<file path="config.mk">
export PLATFORM = sky130hd
export DESIGN_NAME = stream_framer
export DESIGN_NICKNAME = d
export VERILOG_FILES = /design/src/rtl/stream_framer_pkg.sv /design/src/rtl/axis_out_reg.sv /design/src/rtl/stream_framer.sv
export SDC_FILE = /design/constraint.sdc
export NUM_CORES = 1
export LEC_CHECK = 0
export BUFFER_PORTS_ARGS = -buffer_cell sky130_fd_sc_hd__buf_2
export CELL_PAD_IN_SITES_DETAIL_PLACEMENT = 1
export CELL_PAD_IN_SITES_GLOBAL_PLACEMENT = 1
export CORE_ASPECT_RATIO = 1.2
export CORE_MARGIN = 1.5
export CORE_UTILIZATION = 42
export CTS_CLUSTER_DIAMETER = 120
export DETAILED_ROUTE_END_ITERATION = 6
export PLACE_DENSITY_LB_ADDON = 0.05
export SYNTH_ARGS = -nofsm -noshare
export SYNTH_HDL_FRONTEND = slang
export SYNTH_HIERARCHICAL = 1
export SYNTH_SLANG_ARGS = --single-unit
</file>
<file path="constraint.sdc">
create_clock -name clk -period 3.1 [get_ports clk]
set_input_delay 0.62 -clock clk [delete_from_list [all_inputs] [get_ports clk]]
set_output_delay 0.62 -clock clk [all_outputs]
set_load 0.005 [all_outputs]
</file>
<file path="src/rtl/stream_framer_pkg.sv">
// ---------------------------------------------------------------------------
// stream_framer_pkg
// Shared types and helpers for the stream_framer block.
//   state_t  : framing state (SEEK = hunting for channel 0, LOCK = aligned)
//   sat_inc  : saturating increment of a counter held in the low 'width'
//              bits of a 32-bit value (width must be 1..32)
// ---------------------------------------------------------------------------
package stream_framer_pkg;

    typedef enum logic {
        SEEK = 1'b0,
        LOCK = 1'b1
    } state_t;

    // Increment 'value' but stop at the all-ones value of a 'width'-bit counter.
    function automatic logic [31:0] sat_inc(input logic [31:0] value,
                                            input int unsigned width);
        logic [31:0] max_val;
        max_val = (width >= 32) ? 32'hFFFF_FFFF : ((32'd1 << width) - 32'd1);
        return (value >= max_val) ? max_val : value + 32'd1;
    endfunction

endpackage

</file>
<file path="src/rtl/axis_out_reg.sv">
// ---------------------------------------------------------------------------
// axis_out_reg
// Single-entry AXI-Stream register slice. The caller decides when to load
// (it must only load while s_ready is high); the slice holds the word until
// the consumer takes it.
//   clk, rst  : clock, asynchronous active-high reset
//   load      : capture s_data this cycle
//   s_data    : word to capture
//   s_ready   : slice can accept a word this cycle (empty or draining)
//   m_data    : registered word, stable while m_valid && !m_ready
//   m_valid   : registered valid
//   m_ready   : downstream ready
// ---------------------------------------------------------------------------
module axis_out_reg
    import stream_framer_pkg::*;
#(
    parameter int W = 8
) (
    input  logic         clk,
    input  logic         rst,
    input  logic         load,
    input  logic [W-1:0] s_data,
    output logic         s_ready,
    output logic [W-1:0] m_data,
    output logic         m_valid,
    input  logic         m_ready
);

    logic [W-1:0] data_reg;
    logic         valid_reg;

    // The slot frees up in the same cycle it is drained, giving 1 beat/cycle.
    assign s_ready = !valid_reg || m_ready;
    assign m_data  = data_reg;
    assign m_valid = valid_reg;

    always_ff @(posedge clk or posedge rst) begin
        if (rst) begin
            data_reg  <= '0;
            valid_reg <= 1'b0;
        end else if (load) begin
            data_reg  <= s_data;
            valid_reg <= 1'b1;
        end else if (m_ready) begin
            valid_reg <= 1'b0;
        end
    end

endmodule

</file>
<file path="src/rtl/stream_framer.sv">
// ---------------------------------------------------------------------------
// stream_framer
// Re-frames an interleaved multichannel sample stream (tid = channel 0..NCH-1
// in order) into frames with tlast on channel NCH-1. Out-of-order beats are
// dropped and the framer re-locks on the next channel-0 sample, so downstream
// never sees a misaligned frame.
//   clk, rst          : clock, asynchronous active-high reset
//   s_axis_*          : sample input (tdata, tid, tvalid, tready)
//   m_axis_*          : framed output (tdata, tid, tlast, tvalid, tready)
//   synced            : high while the framer is locked to the channel order
//   err_count         : saturating count of channel-order faults (ERRW <= 32)
// Optional (macro STREAM_FRAMER_STATS_EN):
//   clr_stats         : synchronous clear of frame_count and err_count
//   frame_count       : wrapping count of output beats handshaken with tlast
// ---------------------------------------------------------------------------
module stream_framer
    import stream_framer_pkg::*;
#(
    parameter int DW   = 24,
    parameter int TIDW = 8,
    parameter int NCH  = 2,
    parameter int ERRW = 16
) (
    input  logic            clk,
    input  logic            rst,
    input  logic [DW-1:0]   s_axis_tdata,
    input  logic [TIDW-1:0] s_axis_tid,
    input  logic            s_axis_tvalid,
    output logic            s_axis_tready,
    output logic [DW-1:0]   m_axis_tdata,
    output logic [TIDW-1:0] m_axis_tid,
    output logic            m_axis_tlast,
    output logic            m_axis_tvalid,
    input  logic            m_axis_tready,
    output logic            synced,
    output logic [ERRW-1:0] err_count
`ifdef STREAM_FRAMER_STATS_EN
    ,
    input  logic            clr_stats,
    output logic [31:0]     frame_count
`endif
);

    localparam int EW = (NCH > 1) ? $clog2(NCH) : 1;
    localparam logic [EW-1:0] LAST_CH    = EW'(NCH - 1);
    // Channel expected after a channel-0 beat: 1, or 0 again for single-channel frames.
    localparam logic [EW-1:0] FIRST_NEXT = (NCH == 1) ? '0 : EW'(1);
    localparam logic          NCH_IS_ONE = (NCH == 1);

    state_t          state_reg, state_next;
    logic [EW-1:0]   exp_ch_reg, exp_ch_next;
    logic [ERRW-1:0] err_reg, err_next;
    logic            synced_reg;

    logic            accept;
    logic            fwd;
    logic            tlast_in;
    logic            err_inc;
    logic            tid_is_zero;
    logic            tid_match;
    logic [EW-1:0]   exp_ch_wrap;

    assign accept      = s_axis_tvalid && s_axis_tready;
    assign tid_is_zero = (s_axis_tid == '0);
    // exp_ch < NCH always, so any tid >= NCH falls out as a mismatch here.
    assign tid_match   = (s_axis_tid == TIDW'(exp_ch_reg));
    assign exp_ch_wrap = (exp_ch_reg == LAST_CH) ? '0 : exp_ch_reg + EW'(1);

    always_comb begin
        fwd         = 1'b0;
        tlast_in    = 1'b0;
        err_inc     = 1'b0;
        state_next  = state_reg;
        exp_ch_next = exp_ch_reg;
        if (accept) begin
            case (state_reg)
                SEEK: begin
                    // Non-zero tids are discarded silently: the fault that
                    // sent us here was already counted.
                    if (tid_is_zero) begin
                        fwd         = 1'b1;
                        tlast_in    = NCH_IS_ONE;
                        exp_ch_next = FIRST_NEXT;
                        state_next  = LOCK;
                    end
                end
                LOCK: begin
                    if (tid_match) begin
                        fwd         = 1'b1;
                        tlast_in    = (exp_ch_reg == LAST_CH);
                        exp_ch_next = exp_ch_wrap;
                    end else if (tid_is_zero) begin
                        // Early channel 0: abandon the partial frame (no tlast)
                        // and start a fresh one with this beat.
                        fwd         = 1'b1;
                        err_inc     = 1'b1;
                        tlast_in    = NCH_IS_ONE;
                        exp_ch_next = FIRST_NEXT;
                    end else begin
                        err_inc     = 1'b1;
                        exp_ch_next = '0;
                        state_next  = SEEK;
                    end
                end
                default: begin
                    state_next  = SEEK;
                    exp_ch_next = '0;
                end
            endcase
        end
    end

    always_comb begin
        err_next = err_reg;
`ifdef STREAM_FRAMER_STATS_EN
        if (clr_stats) begin
            err_next = '0;
        end else
`endif
        if (err_inc) begin
            err_next = ERRW'(sat_inc(32'(err_reg), ERRW));
        end
    end

    always_ff @(posedge clk or posedge rst) begin
        if (rst) begin
            state_reg  <= SEEK;
            exp_ch_reg <= '0;
            err_reg    <= '0;
            synced_reg <= 1'b0;
        end else begin
            state_reg  <= state_next;
            exp_ch_reg <= exp_ch_next;
            err_reg    <= err_next;
            synced_reg <= (state_next == LOCK);
        end
    end

    assign synced    = synced_reg;
    assign err_count = err_reg;

    // Output register over {tdata, tid, tlast}; dropped beats are consumed
    // under the same ready rule, they just never load.
    logic [DW+TIDW:0] out_data;

    axis_out_reg #(
        .W(DW + TIDW + 1)
    ) u_out_reg (
        .clk     (clk),
        .rst     (rst),
        .load    (accept && fwd),
        .s_data  ({s_axis_tdata, s_axis_tid, tlast_in}),
        .s_ready (s_axis_tready),
        .m_data  (out_data),
        .m_valid (m_axis_tvalid),
        .m_ready (m_axis_tready)
    );

    assign m_axis_tdata = out_data[DW+TIDW:TIDW+1];
    assign m_axis_tid   = out_data[TIDW:1];
    assign m_axis_tlast = out_data[0];

`ifdef STREAM_FRAMER_STATS_EN
    logic [31:0] frame_count_reg;

    always_ff @(posedge clk or posedge rst) begin
        if (rst) begin
            frame_count_reg <= '0;
        end else if (clr_stats) begin
            frame_count_reg <= '0;
        end else if (m_axis_tvalid && m_axis_tready && m_axis_tlast) begin
            frame_count_reg <= frame_count_reg + 32'd1;
        end
    end

    assign frame_count = frame_count_reg;
`endif

endmodule

</file>
==> summary.md, run 1 <==
| Metric | Value |
|---|---|
| FF-to-FF setup slack | `1.07 ns` |
| Finished Cell Area | `approximately 3200 um2` |
| Gr usage total | `between 10% and 20%` |
| EDFF count, synth | `0` |
| CTS tree | `yes` |
| Setup Skew | `0.00776 ns` |
| Area of the multi-input gates | `1170 um2` |
| WP data arrival | `around 2.4 ns` |
| Layout cells sized above 1 | `around 50%` |
| H-tree levels | `2` |
| Critical path data required time | `3.29 ns` |
| 1st-iter DRT viols | `50` |
| Die ar. | `between 6000 and 7000 um2` |
| Chip Width | `74.1 um` |
| Fillers | `645` |
| Setup crit end kind | `register` |
| Hold buffers post-CTS | `0` |
| Die height | `88.4 um` |
| Asr flop ratio synth | `100%` |
| Power Density | `~410 nW/um2` |
| Avg WL per Cell | `~16 um` |
| Postcts setup bufs | `0` |
| Worst Setup Start Kind | `input pin` |
| Core area | `between 5000 and 6000 um2` |
| Setup tns final | `0 ns` |
| Placed cell area | `3050 um2` |
| Root Driver | `clkbuf_8` |
| Worst skew pair latency | `roughly 0.30 ns` |
| Worst R2R Start | `err_count[0]$_DFFE_PP0P_` |
| Static leakage | `0.00164 uW` |
| Worst r2r dst | `err_count[3]$_DFFE_PP0P_` |
| Std cell rows | `30` |
| First-pass GRT wire length | `9.38 mm` |
| Final Setup Violations | `0` |
| Crit Path Category | `input pin to register` |
| First-pass DRT Iterations | `4` |
| Unrepaired setup endpoints after global routing | `no` |
| Largest net degree at the start of global routing | `35` |
| Status | `complete, no violations` |
| Post_cts resized | `0` |
| DR vias/cell | `5.17` |
| Slew @ Worst Pin | `0.734 ns` |
| Number of diodes | `0` |
| Initial antenna violation count | `0` |
| Min Clock Period, post-route | `2.23 ns` |
| I/O pins | `88` |
| Placed insts | `356` |
| Final antenna-violating net count | `0` |
| Mapped Cells | `191` |
| Most frequent cells in the layout | `buf_2, dfrtp_1, mux2_4` |
| Synth Flop Type | `dfrtp_1` |
| Mapped cell area | `2550 um2` |
| Total gr overflow | `0` |
| Max VDD drop | `0.000254 V` |
| Hold Crit Class | `input pin to async pin` |
| Final period util | `72.1%` |
| Initial Utilization | `44.4%` |
| Maxcap violations | `0` |
| CTS sink cnt | `52` |
| Final hold vios | `0` |
| Clock-pin slew on the worst setup and hold paths | `0.09 ns` |
| Gp weighted congestion | `0.794` |
| Max reg flops | `33` |
| Area grow syn2layout | `23.7%` |
| Slew Viols, Final | `0` |
| Post-Route Utilization | `a little over half` |
| Cells on worst reg2reg path | `5` |
| Most common cell after layout, fill and taps aside | `buf_2` |
| Post-DP HPWL | `4.34 mm` |
| Register area | `1300 um2` |
| Drt drc | `0` |
| CTS Buf Count | `5` |
| Fmax | `about 450 MHz` |
| Synth unique cells | `36` |
| Syn. warnings | `6` |
| Mean post-synth cell area | `roughly 13 um2` |
| Nets | `320` |
| Crit-path max FO | `17` |
| Sequential share of the synthesized area | `51.0%` |
| Vias in the first global route | `1,939` |
| Routed vias | `1,882` |
| Slew margin rel. | `slightly above 50%` |
| Synth Net Count | `approximately 230` |
| Max Root-Sink Buffers | `2` |
| Pre-CTS setup slack | `0.541 ns` |
| Port Buffer Count | `87` |
| Synth Register Bits | `52` |
| Final wirelength | `5.75 mm` |
| Layout Cells excl Fill | `364` |
| Worst setup margin | `0.866 ns` |
where the power goes:
| part | total, uW | switching [uW] | internal (uW) | leakage (uW) |
|---|---|---|---|---|
| logic | 113 | 52.0 | 61.2 | 0.000871 |
| clock network | 458 | 218 | 240 | 0.0000552 |
| registers | 717 | 16.2 | 700 | 0.000715 |
final cells by class:
type,instances,area share [%]
clock buffer,6,2.30
inverter,4,0.476
tap,80,3.17
timing repair buffer,90,14.5
sequential,52,41.3
multi-input combinational,130,37.1
clock inverter,2,1.11
worst max-delay path by stage:
stage                   from                               to  slack [ns]  depth (start not counted)
6_report       s_axis_tid[5]  u_out_reg/m_data[9]$_DFFE_PP0P_        0.87                          6
5_1_grt        s_axis_tid[5]  u_out_reg/m_data[8]$_DFFE_PP0P_        0.66                          6
4_1_cts        s_axis_tid[5]  u_out_reg/m_data[7]$_DFFE_PP0P_        0.87                          6
3_5_place_dp   s_axis_tid[5]  u_out_reg/m_data[7]$_DFFE_PP0P_        0.54                          6
3_3_place_gp   s_axis_tid[5]  u_out_reg/m_data[8]$_DFFE_PP0P_        0.66                          6
2_1_floorplan  s_axis_tid[5]        err_count[13]$_DFFE_PP0P_        1.00                          4
synthesized netlist by cell type, types with 2 or more instances:
| library cell | n | area [um2] |
|---|---|---|
| xnor2_1 | 3 | 26.3 |
| buf_12 | 3 | 60.1 |
| o31ai_1 | 5 | 37.5 |
| mux2_1 | 2 | 22.5 |
| or3_1 | 4 | 25.0 |
| nand3_1 | 12 | 60.1 |
| nand2b_1 | 3 | 18.8 |
| mux2_4 | 30 | 450 |
| nor3_1 | 5 | 25.0 |
| and3_1 | 4 | 25.0 |
| nand2_1 | 15 | 56.3 |
| o311a_1 | 2 | 20.0 |
| dfrtp_1 | 52 | 1300 |
| mux2_2 | 8 | 90.1 |
| and4_1 | 3 | 26.3 |
| nor2_1 | 2 | 7.51 |
| nor4_1 | 5 | 31.3 |
| nand4_1 | 4 | 25.0 |
| inv_1 | 4 | 15.0 |
| o21ai_0 | 9 | 45.0 |
through the flow:
stage / power, uW / hold slack [ns]
after floorplan: 784 / 0.505
after global placement: 843 / 0.491
after detailed placement: 846 / 0.488
after CTS: 1310 / 0.424
after global routing: 1350 / 0.457
final: 1290 / 0.411
logic make-up after synthesis:
family	Yosys count	share of synthesized area, %
flops	52	51.0
buf+inv	9	3.53
fa+ha+maj	1	0.491
xor+xnor	5	2.01
mux	41	22.5
simple gates	61	13.4
compound gates	22	7.07
critical path: stages:
cell	delay [ns]
buf_2	0.11
nor4_1	0.51
nand2_1	0.24
a211oi_4	0.23
buf_4	0.33
mux2_2	0.37
routing by layer:
metal	global-route usage [%]	share of wire, %	vias to the layer above
li1	-	-	887
met1	24.1	43	941
met2	31.4	50	48
met3	4.56	5.1	6
met4	5.22	1.2	0
met5	0	0	-
Power figures use the tool's default switching activity.
==> run 2, diff against run 1 <==
--- a/config.mk
+++ b/config.mk
@@ -10,7 +10,7 @@
 export CELL_PAD_IN_SITES_GLOBAL_PLACEMENT = 1
 export CORE_ASPECT_RATIO = 1.2
 export CORE_MARGIN = 1.5
-export CORE_UTILIZATION = 42
+export CORE_UTILIZATION = 39
 export CTS_CLUSTER_DIAMETER = 120
 export DETAILED_ROUTE_END_ITERATION = 6
 export PLACE_DENSITY_LB_ADDON = 0.05
==> constraint.sdc (replaced) <==
create_clock -name clk -period 2.3 [get_ports clk]
set_input_delay 0.46 -clock clk [delete_from_list [all_inputs] [get_ports clk]]
set_output_delay 0.46 -clock clk [all_outputs]
set_load 0.005 [all_outputs]
==> summary.md, run 2 (synthesis results as in run 1) <==
| Metric | Value |
|---|---|
| Final antenna-violating net count | `0` |
| Most common cell after layout, fill and taps aside | `buf_2` |
| Gr usage total | `17.7%` |
| Area grow syn2layout | `24.9%` |
| Largest stage delay, worst path | `0.44 ns` |
| Post-Route Utilization | `50.0%` |
| Setup tns final | `0 ns` |
| Final wirelength | `5.74 mm` |
| Critical-path cell list | `ha_1 -> and4_1 -> nand3_1 -> nor3b_1 -> mux2_2` |
| GR Util met3 | `between 4 and 5%` |
| H-tree levels | `2` |
| Final Setup Violations | `0` |
| Initial antenna violation count | `0` |
| Slowest cell on crit path | `dfrtp_1` |
| Power Density | `521 nW/um2` |
| Std cell rows | `32` |
| Vias in the first global route | `around 2,000` |
| First-pass GRT wire length | `9.85 mm` |
| Slew @ Worst Pin | `roughly 0.72 ns` |
| Avg WL per Cell | `15.4 um` |
| Met1 Track Usage GR | `22.6%` |
| Max VDD drop | `0.000263 V` |
| Total gr overflow | `0` |
| CTS tree | `yes` |
| Postcts setup bufs | `0` |
| Nets | `324` |
| Hold buffers post-CTS | `0` |
| Fmax | `approximately 530 MHz` |
| DR vias/cell | `5.08` |
| Routed vias | `about 1,900` |
| Die ar. | `~7000 um2` |
| I/O pins | `between 80 and 90` |
| CTS Buf Count | `5` |
| Max reg flops | `33` |
| WP data arrival | `between 2 and 2.5 ns` |
| Core area | `6370 um2` |
| Number of diodes | `0` |
| Setup Skew | `between 0.005 and 0.006 ns` |
| Clock-pin slew on the worst setup and hold paths | `0.09 ns` |
| Largest net degree at the start of global routing | `35` |
| Gr busiest metal | `met2` |
| Die height | `between 90 and 100 um` |
| Root Driver | `clkbuf_8` |
| Layout cells sized above 1 | `around half` |
| Post_cts resized | `0` |
| First-pass DRT Iterations | `4` |
| Fillers | `731` |
| Status | `complete, no violations` |
| Worst Setup Start Kind | `register` |
| Slew Viols, Final | `0` |
| Maxcap violations | `0` |
| Final period util | `81.8%` |
| Critical path data required time | `2.49 ns` |
| Max Root-Sink Buffers | `2` |
| Grt met2 use | `a little under a third` |
| Crit-path max FO | `5` |
| Gp weighted congestion | `0.780` |
| CTS sink cnt | `52` |
| Worst skew pair latency | `0.30 ns` |
| Static leakage | `0.00165 uW` |
| Final hold vios | `0` |
| Min Clock Period, post-route | `1.88 ns` |
| Chip Width | `76.8 um` |
| 1st-iter DRT viols | `64` |
| Port Buffer Count | `87` |
| Drt drc | `0` |
| Most frequent cells in the layout | `buf_2, dfrtp_1, mux2_4` |
| Crit Path Category | `register to register` |
| Initial Utilization | `40.1%` |
| Post-DP HPWL | `4.38 mm` |
| Unrepaired setup endpoints after global routing | `no` |
| Hold Crit Class | `input pin to async pin` |
| Slew margin rel. | `52.1%` |
| Setup crit end kind | `register` |
-- run 2: worst max-delay path: cells and delay by family (launching register included) --
kind / cells / cell delay, ns
fa+ha+maj: 1 / 0.25
mux: 1 / 0.36
simple gates: 3 / 0.73
flops: 1 / 0.44
-- run 2: power breakdown --
| part | switching, uW | leakage (uW) | total, uW | internal, uW |
|---|---|---|---|---|
| clock network | 290 | 0.0000455 | 536 | 246 |
| registers | 20.8 | 0.000715 | 965 | 944 |
| logic | 71.4 | 0.000894 | 158 | 86.1 |
| total | 382 | 0.00165 | 1660 | 1280 |
-- run 2: through the flow --
stage	worst slack, ns	instance area (um2)	cells	hold slack (ns)	total power (uW)
final	0.419	3180	373	0.245	1660
after global routing	0.220	3180	373	0.304	1740
after CTS	0.401	3180	373	0.272	1690
after detailed placement	0.118	3090	365	0.488	1150
after global placement	0.102	3090	365	0.487	1140
after floorplan	0.364	2550	191	0.399	1060
-- run 2: final cells by class --
type	count	area [um2]	area share (%)
multi-input cells	130	1170	36.8
inverters	4	15.0	0.472
flip-flops and latches	52	1300	40.9
well taps	85	106	3.34
repair buffers	94	500	15.7
clock buffers	8	90.1	2.83
-- run 2: final timing paths --
check / startpoint / to / slack [ns] / cells after the start
worst max-delay path: err_count[0]$_DFFE_PP0P_ / err_count[8]$_DFFE_PP0P_ / 0.42 / 5
worst min-delay path: rst / u_out_reg/m_data[22]$_DFFE_PP0P_ / 0.25 / 3
worst max register to register: err_count[0]$_DFFE_PP0P_ / err_count[8]$_DFFE_PP0P_ / 0.42 / 5
worst min register to register: u_out_reg/m_data[10]$_DFFE_PP0P_ / u_out_reg/m_data[10]$_DFFE_PP0P_ / 0.51 / 1
max in group asynchronous: rst / err_count[11]$_DFFE_PP0P_ / 1.57 / 2
min in group clk: s_axis_tdata[20] / u_out_reg/m_data[29]$_DFFE_PP0P_ / 0.39 / 2
-- run 2: metal layers --
metal,up-vias,part of all wire (%)
met5,-,0
met4,0,1.3
met3,6,5.3
met2,58,51
met1,931,43
li1,899,-
